File: config.mk
export PLATFORM = sky130hd
export DESIGN_NAME = reset_sequencer
export DESIGN_NICKNAME = d
export VERILOG_FILES = /design/src/rtl/reset_sequencer.sv
export SDC_FILE = /design/constraint.sdc
export NUM_CORES = 1
export LEC_CHECK = 0
export BUFFER_PORTS_ARGS = -buffer_cell sky130_fd_sc_hd__buf_2
export CAP_MARGIN = 5
export CORE_UTILIZATION = 60
export CTS_CLUSTER_DIAMETER = 40
export DETAILED_ROUTE_END_ITERATION = 8
export HOLD_SLACK_MARGIN = 0.02
export PLACE_DENSITY = 0.83
export REMOVE_ABC_BUFFERS = 1
export SETUP_SLACK_MARGIN = 0.1
export SLEW_MARGIN = 30
export SYNTH_ARGS = -nofsm -noshare
export SYNTH_HDL_FRONTEND = slang
export SYNTH_SLANG_ARGS = --single-unit
File: constraint.sdc
create_clock -name clk_i -period 3.15 [get_ports clk_i]
set_input_delay 0.1575 -clock clk_i [delete_from_list [all_inputs] [get_ports clk_i]]
set_output_delay 0.1575 -clock clk_i [all_outputs]
set_load 0.01 [all_outputs]
File: src/rtl/reset_sequencer.sv
// reset_sequencer
//   Always-on reset sequencer. It asserts every downstream domain reset together
//   and waits until all domains acknowledge. It holds them for HOLD_CYCLES, then
//   releases them one at a time in ascending index order. Each release waits
//   for that domain's acknowledge, plus an optional GAP_CYCLES pause before the
//   next release.
//
//   Optional feature: define RESET_SEQ_TIMEOUT_EN to bound each ack wait to
//   TIMEOUT_CYCLES. On expiry err_o is set (sticky) and the sequence proceeds.
//   Without the macro the waits are unbounded and err_o stays 0.
//
// Ports
//   clk_i   sequencer clock
//   rst_i   asynchronous active-high reset; restarts the sequence
//   req_i   software reset request (single-cycle pulse, honoured only in IDLE)
//   ack_i   per-domain "in reset" level, already synchronized to clk_i
//   rst_o   per-domain reset request, active-high
//   busy_o  sequence in progress
//   done_o  last sequence completed with all domains released
//   err_o   sticky ack-timeout flag
module reset_sequencer #(
  parameter int unsigned NUM_DOMAINS    = 3,
  parameter int unsigned HOLD_CYCLES    = 16,
  parameter int unsigned GAP_CYCLES     = 4,
  parameter int unsigned TIMEOUT_CYCLES = 1024
) (
  input  logic                   clk_i,
  input  logic                   rst_i,
  input  logic                   req_i,
  input  logic [NUM_DOMAINS-1:0] ack_i,
  output logic [NUM_DOMAINS-1:0] rst_o,
  output logic                   busy_o,
  output logic                   done_o,
  output logic                   err_o
);

  localparam int unsigned CNT_MAX = (HOLD_CYCLES > GAP_CYCLES) ? HOLD_CYCLES : GAP_CYCLES;
  localparam int unsigned CW      = $clog2(CNT_MAX) + 1;
  localparam int unsigned KW      = (NUM_DOMAINS > 1) ? $clog2(NUM_DOMAINS) : 1;

  localparam logic [CW-1:0] HOLD_LAST = CW'(HOLD_CYCLES - 1);
  localparam logic [CW-1:0] GAP_LAST  = (GAP_CYCLES == 0) ? '0 : CW'(GAP_CYCLES - 1);
  localparam logic [KW-1:0] K_LAST    = KW'(NUM_DOMAINS - 1);

  typedef enum logic [2:0] {
    S_IDLE,
    S_WAIT_ASSERT,
    S_HOLD,
    S_RELEASE,
    S_WAIT_REL,
    S_GAP
  } state_t;

  state_t                 r_state, w_state_nxt;
  logic [CW-1:0]          r_cnt, w_cnt_nxt;
  logic [KW-1:0]          r_k, w_k_nxt, w_k_inc;
  logic [NUM_DOMAINS-1:0] r_rst, w_rst_nxt;
  logic                   r_busy, r_done, w_done_nxt, r_err, w_err_nxt;
  logic                   w_timeout;

`ifdef RESET_SEQ_TIMEOUT_EN
  localparam int unsigned   TW      = $clog2(TIMEOUT_CYCLES) + 1;
  localparam logic [TW-1:0] TO_LAST = TW'(TIMEOUT_CYCLES - 1);

  logic [TW-1:0] r_wait;
  logic          w_waiting;

  assign w_waiting = (r_state == S_WAIT_ASSERT) || (r_state == S_WAIT_REL);
  assign w_timeout = w_waiting && (r_wait == TO_LAST);

  // Restarts on every state change; expiry forces a state change, so it never wraps.
  always_ff @(posedge clk_i or posedge rst_i) begin
    if (rst_i) begin
      r_wait <= '0;
    end else if (w_state_nxt != r_state) begin
      r_wait <= '0;
    end else if (w_waiting) begin
      r_wait <= r_wait + 1'b1;
    end
  end
`else
  logic w_unused_timeout;

  assign w_timeout        = 1'b0;
  assign w_unused_timeout = ^TIMEOUT_CYCLES;
`endif

  assign w_k_inc = r_k + 1'b1;

  // rst_o[k] is cleared on the transition into RELEASE, so the registered
  // output is already low during the RELEASE cycle itself.
  always_comb begin
    w_state_nxt = r_state;
    w_cnt_nxt   = r_cnt;
    w_k_nxt     = r_k;
    w_rst_nxt   = r_rst;
    w_done_nxt  = r_done;
    w_err_nxt   = r_err;
    unique case (r_state)
      S_IDLE: begin
        if (req_i) begin
          w_rst_nxt   = '1;
          w_done_nxt  = 1'b0;
          w_err_nxt   = 1'b0;
          w_state_nxt = S_WAIT_ASSERT;
        end
      end
      S_WAIT_ASSERT: begin
        if ((&ack_i) || w_timeout) begin
          if (!(&ack_i)) w_err_nxt = 1'b1;
          w_cnt_nxt   = '0;
          w_state_nxt = S_HOLD;
        end
      end
      S_HOLD: begin
        if (r_cnt == HOLD_LAST) begin
          w_cnt_nxt    = '0;
          w_k_nxt      = '0;
          w_rst_nxt[0] = 1'b0;
          w_state_nxt  = S_RELEASE;
        end else begin
          w_cnt_nxt = r_cnt + 1'b1;
        end
      end
      S_RELEASE: begin
        w_state_nxt = S_WAIT_REL;
      end
      S_WAIT_REL: begin
        if (!ack_i[r_k] || w_timeout) begin
          if (ack_i[r_k]) w_err_nxt = 1'b1;
          if (r_k == K_LAST) begin
            w_done_nxt  = 1'b1;
            w_state_nxt = S_IDLE;
          end else if (GAP_CYCLES == 0) begin
            w_k_nxt            = w_k_inc;
            w_rst_nxt[w_k_inc] = 1'b0;
            w_state_nxt        = S_RELEASE;
          end else begin
            w_cnt_nxt   = '0;
            w_state_nxt = S_GAP;
          end
        end
      end
      S_GAP: begin
        if (r_cnt == GAP_LAST) begin
          w_cnt_nxt          = '0;
          w_k_nxt            = w_k_inc;
          w_rst_nxt[w_k_inc] = 1'b0;
          w_state_nxt        = S_RELEASE;
        end else begin
          w_cnt_nxt = r_cnt + 1'b1;
        end
      end
      default: begin
        w_state_nxt = S_IDLE;
      end
    endcase
  end

  always_ff @(posedge clk_i or posedge rst_i) begin
    if (rst_i) begin
      r_state <= S_WAIT_ASSERT;
      r_cnt   <= '0;
      r_k     <= '0;
      r_rst   <= '1;
      r_busy  <= 1'b1;
      r_done  <= 1'b0;
      r_err   <= 1'b0;
    end else begin
      r_state <= w_state_nxt;
      r_cnt   <= w_cnt_nxt;
      r_k     <= w_k_nxt;
      r_rst   <= w_rst_nxt;
      r_busy  <= (w_state_nxt != S_IDLE);
      r_done  <= w_done_nxt;
      r_err   <= w_err_nxt;
    end
  end

  assign rst_o  = r_rst;
  assign busy_o = r_busy;
  assign done_o = r_done;
  assign err_o  = r_err;

endmodule

# After elaboration in Yosys (flattened, before gate mapping)
# Index checks and enable logic that the tools add are counted.
# op_classes
mux	29
n_bitwise	2
add_sub_neg	2
n_eq_ne	15
shifts	0
order_cmp	3
n_reduce_logical	14
n_mul	0
div_mod_pow	0
# ops
op	count
$mux W5	5
$mux W3	8
$pmux W5 S4	1
$pmux W3 S6	1
$ne A2 B2 Y1 const B	7
$reduce_and A4 Y1	3
$reduce_and A3 Y1	3
$pmux W2 S2	2
$eq A3 B2 Y1 const B	2
$eq A3 B3 Y1 const B	2
$lt A2 B3 Y1 const B	2
$mux W1	6
$reduce_bool A2 Y1	3
$reduce_bool A3 Y1	2
$add A5 B1 Y5 const B	1
$eq A5 B2 Y1 const B	1
$eq A5 B4 Y1 const B	1
$mux W2	2
$reduce_bool A4 Y1	1
$and A3 B3 Y3	1
$eq A3 B1 Y1 const B	1
$logic_not A3 Y1	1
$not A3 Y3	1
$pmux W1 S3	1
other kinds (7)	7
# totals
mem_bits_ro	0
wordCells	72
ramBits	0
output_inout_bits	6
memories	0
in_bits	6
latchBits	0
regBits	15

# Longest topological paths before layout
# logic_depth
word_depth	9
ltp_mapped	7
mapped_depth_nobuf	7

# Least setup slack after synthesis
# Ideal clock, no wire load.
# synth_timing
path_type	flip-flop to flip-flop
startpoint	reg r_k[0]
endpoint	reg r_busy, in the netlist busy_o
path_buffers	1
t_arrival_ns	1.772
synth_period_minus_slack_ns	1.866
stages_incl_launch_ff	8
required_time_ns	3.056
setup_ns	0.094
slack_ns	1.284
cell_sequence	dfrtp_1 > clkbuf_1 > inv_1 > ha_1 > nor2b_1 > a22oi_1 > a21o_1 > or4_4
# synth_via
elab_chain_cells	5
elab_cells_between_ends	7
classes_between	eq/ne (1); mux (5); reduce/logical (1)
# synth_lines
element	line	source
start: declaration	56	logic [KW-1:0] r_k, w_k_nxt, w_k_inc;
start signal: assignment	172	r_k <= w_k_nxt;
$bmux W1 S2 or $eq A2 B2 Y1 (tied branches)	129, 131	
$mux W1 (implied by the code) or $mux W3 (tied branches)	129, 131	
$mux W3 *	129	if (!ack_i[r_k] || w_timeout) begin
$pmux W3 S6 *	99	unique case (r_state)
via w_state_nxt[2]	54	state_t r_state, w_state_nxt;
$reduce_bool A3 Y1 *	174	r_busy <= (w_state_nxt != S_IDLE);
end signal: assignment	174	
end: declaration	58	logic r_busy, r_done, w_done_nxt, r_err, w_err_nxt;
# The timed path passes the listed nets; every way through them passes the cells marked *. The select of a mux whose other input is x is not followed.
# A chain may end at the register's enable or synchronous reset.

# Worst setup path in the final report
# layout_timing
startpoint	reg r_cnt[0]
endpoint	reg r_busy, in the netlist busy_o
# layout_via
elab_chain_cells	4
elab_cells_between_ends	6
classes_between	eq/ne (2); mux (3); reduce/logical (1)
# layout_lines
element	line	source
start: declaration	55	logic [CW-1:0] r_cnt, w_cnt_nxt;
start signal: assignment	171	r_cnt <= w_cnt_nxt;
$eq A5 B2 Y1 or $eq A5 B4 Y1 (tied branches)	145, 116	
$mux W3 (on tied branches)	145, 116	
$pmux W3 S6 *	99	
via w_state_nxt[0]	54	
$reduce_bool A3 Y1 *	174	
# The timed path passes the listed nets; every way through them passes the cells marked *.

==> results.yml <==
sta:
  drv_slew: 0
  hold_viol_final: 0
  finalSetupViolCount: 0
  period_share: 0.647
  max_freq_ghz: 0.491
  maxSlewHeadroom: 0.629
  rsz0062_at_grt: "false"
  worst_pin_slew_ns: 0.551
  fin_crit_ns: 2.04
  fin_tns_setup_ns: 0
  clock_skew_ns: 0.00714
logic_synthesis:
  synth_area_um2: 976
  yosysTopAreaCellShare: 0.256
  yosysUniqueCellTypes: 37
  synth-seq-area-share: 0.391
  async_reset_ff_frac: 1.00
  yosys.area.top_type: "dfrtp_1"
  yosysWarnings: 0
  postSynthRegisterBits: 15
  synth_cells: 107
  synth_common_cells: "10 x dfrtp_1, 10 x inv_1, 10 x nand2_1, 9 x a21oi_1, 8 x o21ai_0"
  synth_edf_count: 0
  ys_top_cells_by_area: "dfrtp_1 26%, dfstp_2 13%, ha_1 9.0%"
  avgSynthCellArea_um2: 9.12
  synth_ff_type: "dfrtp_1"
grt:
  antenna_found_initial: 0
  grt_pass1_wl_um: 3280
  grt.overflow.total: 0
  use_met1: 0.312
  grt_max_degree: 16
  use_met2: 0.422
  track_usage: 0.245
  grt_pass1_vias: 754
  grt_busiest_layer: "met2"
  met3_usage: 0.0560
routing:
  avgViaCountPerCell: 5.90
  totalWireLength_um: 1870
  firstDrtPassIters: 4
  final_antenna_net_count: 0
  vias: 785
  drc: 0
  drt-wirelength-per-cell_um: 14.1
  dr.first_iter.drc_count: 22
clocking:
  clock_path_buffers: 2
  post_cts_resized: 0
  cts-buffers-inserted: 3
  clk_pin_slew_ns: 0.10
  postCtsSetupBuffers: 0
  cts_tree: "built"
  h-tree-depth: 1
  cts.sinks: 15
  cts_root_buf: "clkbuf_4"
  insertion_delay_ns: 0.28
  hold_buffers: 1
placement:
  dp_hpwl_um: 1390
  portBuffers: 10
  gp_congestion: 0.868
critical_path:
  startpoint_type: "flop"
  critPathMaxFanout: 4
  crit_type: "reg2reg"
  critPathCaptureType: "flop"
  cp.arrival_ns: 2.24
  rr_worst_depth: 7
  crit_required_ns: 3.35
floorplanning:
  die_area_um2: 1790
  start_util: 0.648
  die_w_um: 42.3
  core_um2: 1510
  row_count: 14
  ioPinCount: 12
  die_y_um: 42.3
final_layout:
  diodes: 0
  layout.nets: 131
  nFillCells: 112
  area_growth_pct: 7.56
  drive_above_1_share: 0.214
  multi_input_area_um2: 523
  seq_area_um2: 382
pwr:
  total_power_w: 0.000727
  power_density_nw_per_um2: 693
  ir_worst_vdd_mv: 0.499
  p_leak_nw: 0.440
status:
  status: "complete, no violations"
min_path:
  hold_class: "in2reg"
  holdPathStages: 4
job:
  max-cap-violations: 0
-- registers in the layout (all words and copies together), names as in the netlist --
register,flops
busy_o,1
r_cnt,5
done_o,1
rst_o,3
r_state,3
r_k,2
-- kinds of logic (layout without fill, tap and decap cells) --
group,after synthesis,in the layout,share of synthesized area
AND/OR/NAND/NOR,38,38,0.241
AO/OA/AOI/OAI,30,30,0.191
flip-flops,15,15,0.391
buffers and inverters,15,25,0.0731
adder cells (fa/ha/maj),7,7,0.0897
other,1,1,0.00384
multiplexers,1,1,0.0103
-- per-stage QoR --
stage	hold WS, ns	area (um2)	utilization	worst slack [ns]	cells
4_1_cts	0.280	1050	0.697	1.13	133
2_1_floorplan	0.0554	942	-	1.30	102
3_5_place_dp	0.239	1010	0.672	1.16	128
5_1_grt	0.325	1050	0.697	1.01	133
3_3_place_gp	0.227	1010	0.672	1.18	128
6_report	0.306	1050	0.697	1.11	133
-- power by group --
group | switching [W] | internal [W]
clock | 0.0000650 | 0.0000471
combinational | 0.000142 | 0.000124
sequential | 0.0000848 | 0.000264
total | 0.000291 | 0.000436
-- worst paths after layout --
kind	from	to	slack, ns
max	r_cnt[0]	busy_o	1.11
min in group asynchronous	rst_i	done_o	0.45
min	req_i	done_o	0.31
max reg2reg	r_cnt[0]	busy_o	1.11
min reg2reg	r_cnt[0]	r_cnt[0]	0.50
max in group asynchronous	rst_i	rst_o[0]	2.32
-- worst max-delay path, stage by stage (launching register included) --
cell	delay [ns]
dfrtp_1	0.42
ha_1	0.25
and3_2	0.23
ha_1	0.22
nand2_1	0.08
a211o_1	0.12
o211ai_1	0.14
or4_4	0.50
-- per-layer routing --
metal,wire [um],up-vias,part of all wire
met3,76,2,0.041
met4,13,0,0.0070
met5,0,-,0
met1,812,375,0.43
met2,966,19,0.52
li1,-,389,-
-- placed cells by master (no fill, tap or decap) --
master         instances
a221oi_1               1
and4_1                 1
o22ai_1                1
nor2_1                 3
o2111ai_1              1
a22oi_1                1
nor4b_4                1
a21oi_1                9
a311oi_1               1
and4_2                 1
dlygate4sd3_1          1
nand3_1                2
clkinv_2               1
or4_4                  1
nor3_1                 2
dfstp_2                5
dfrtp_1               10
a21o_1                 3
nand2b_1               4
and3_2                 1
a31oi_1                1
conb_1                 1
and2_1                 3
o2bb2ai_1              1
nand3b_1               2
ha_1                   7
nor3b_1                2
o211ai_1               2
or2_2                  2
mux2i_1                1
inv_1                 10
o21ai_0                8
nor2b_1                3
clkbuf_4               3
buf_2                 10
nand2_1               10
a211o_1                1
-- final cells by class --
cell class	count	area share
Tap cell	16	0.0191
Clock inverter	1	0.00477
Multi-Input combinational cell	77	0.498
Timing Repair Buffer	11	0.0572
Sequential cell	15	0.364
Clock buffer	3	0.0215
Inverter	10	0.0358
Power figures use the tool's default switching activity.
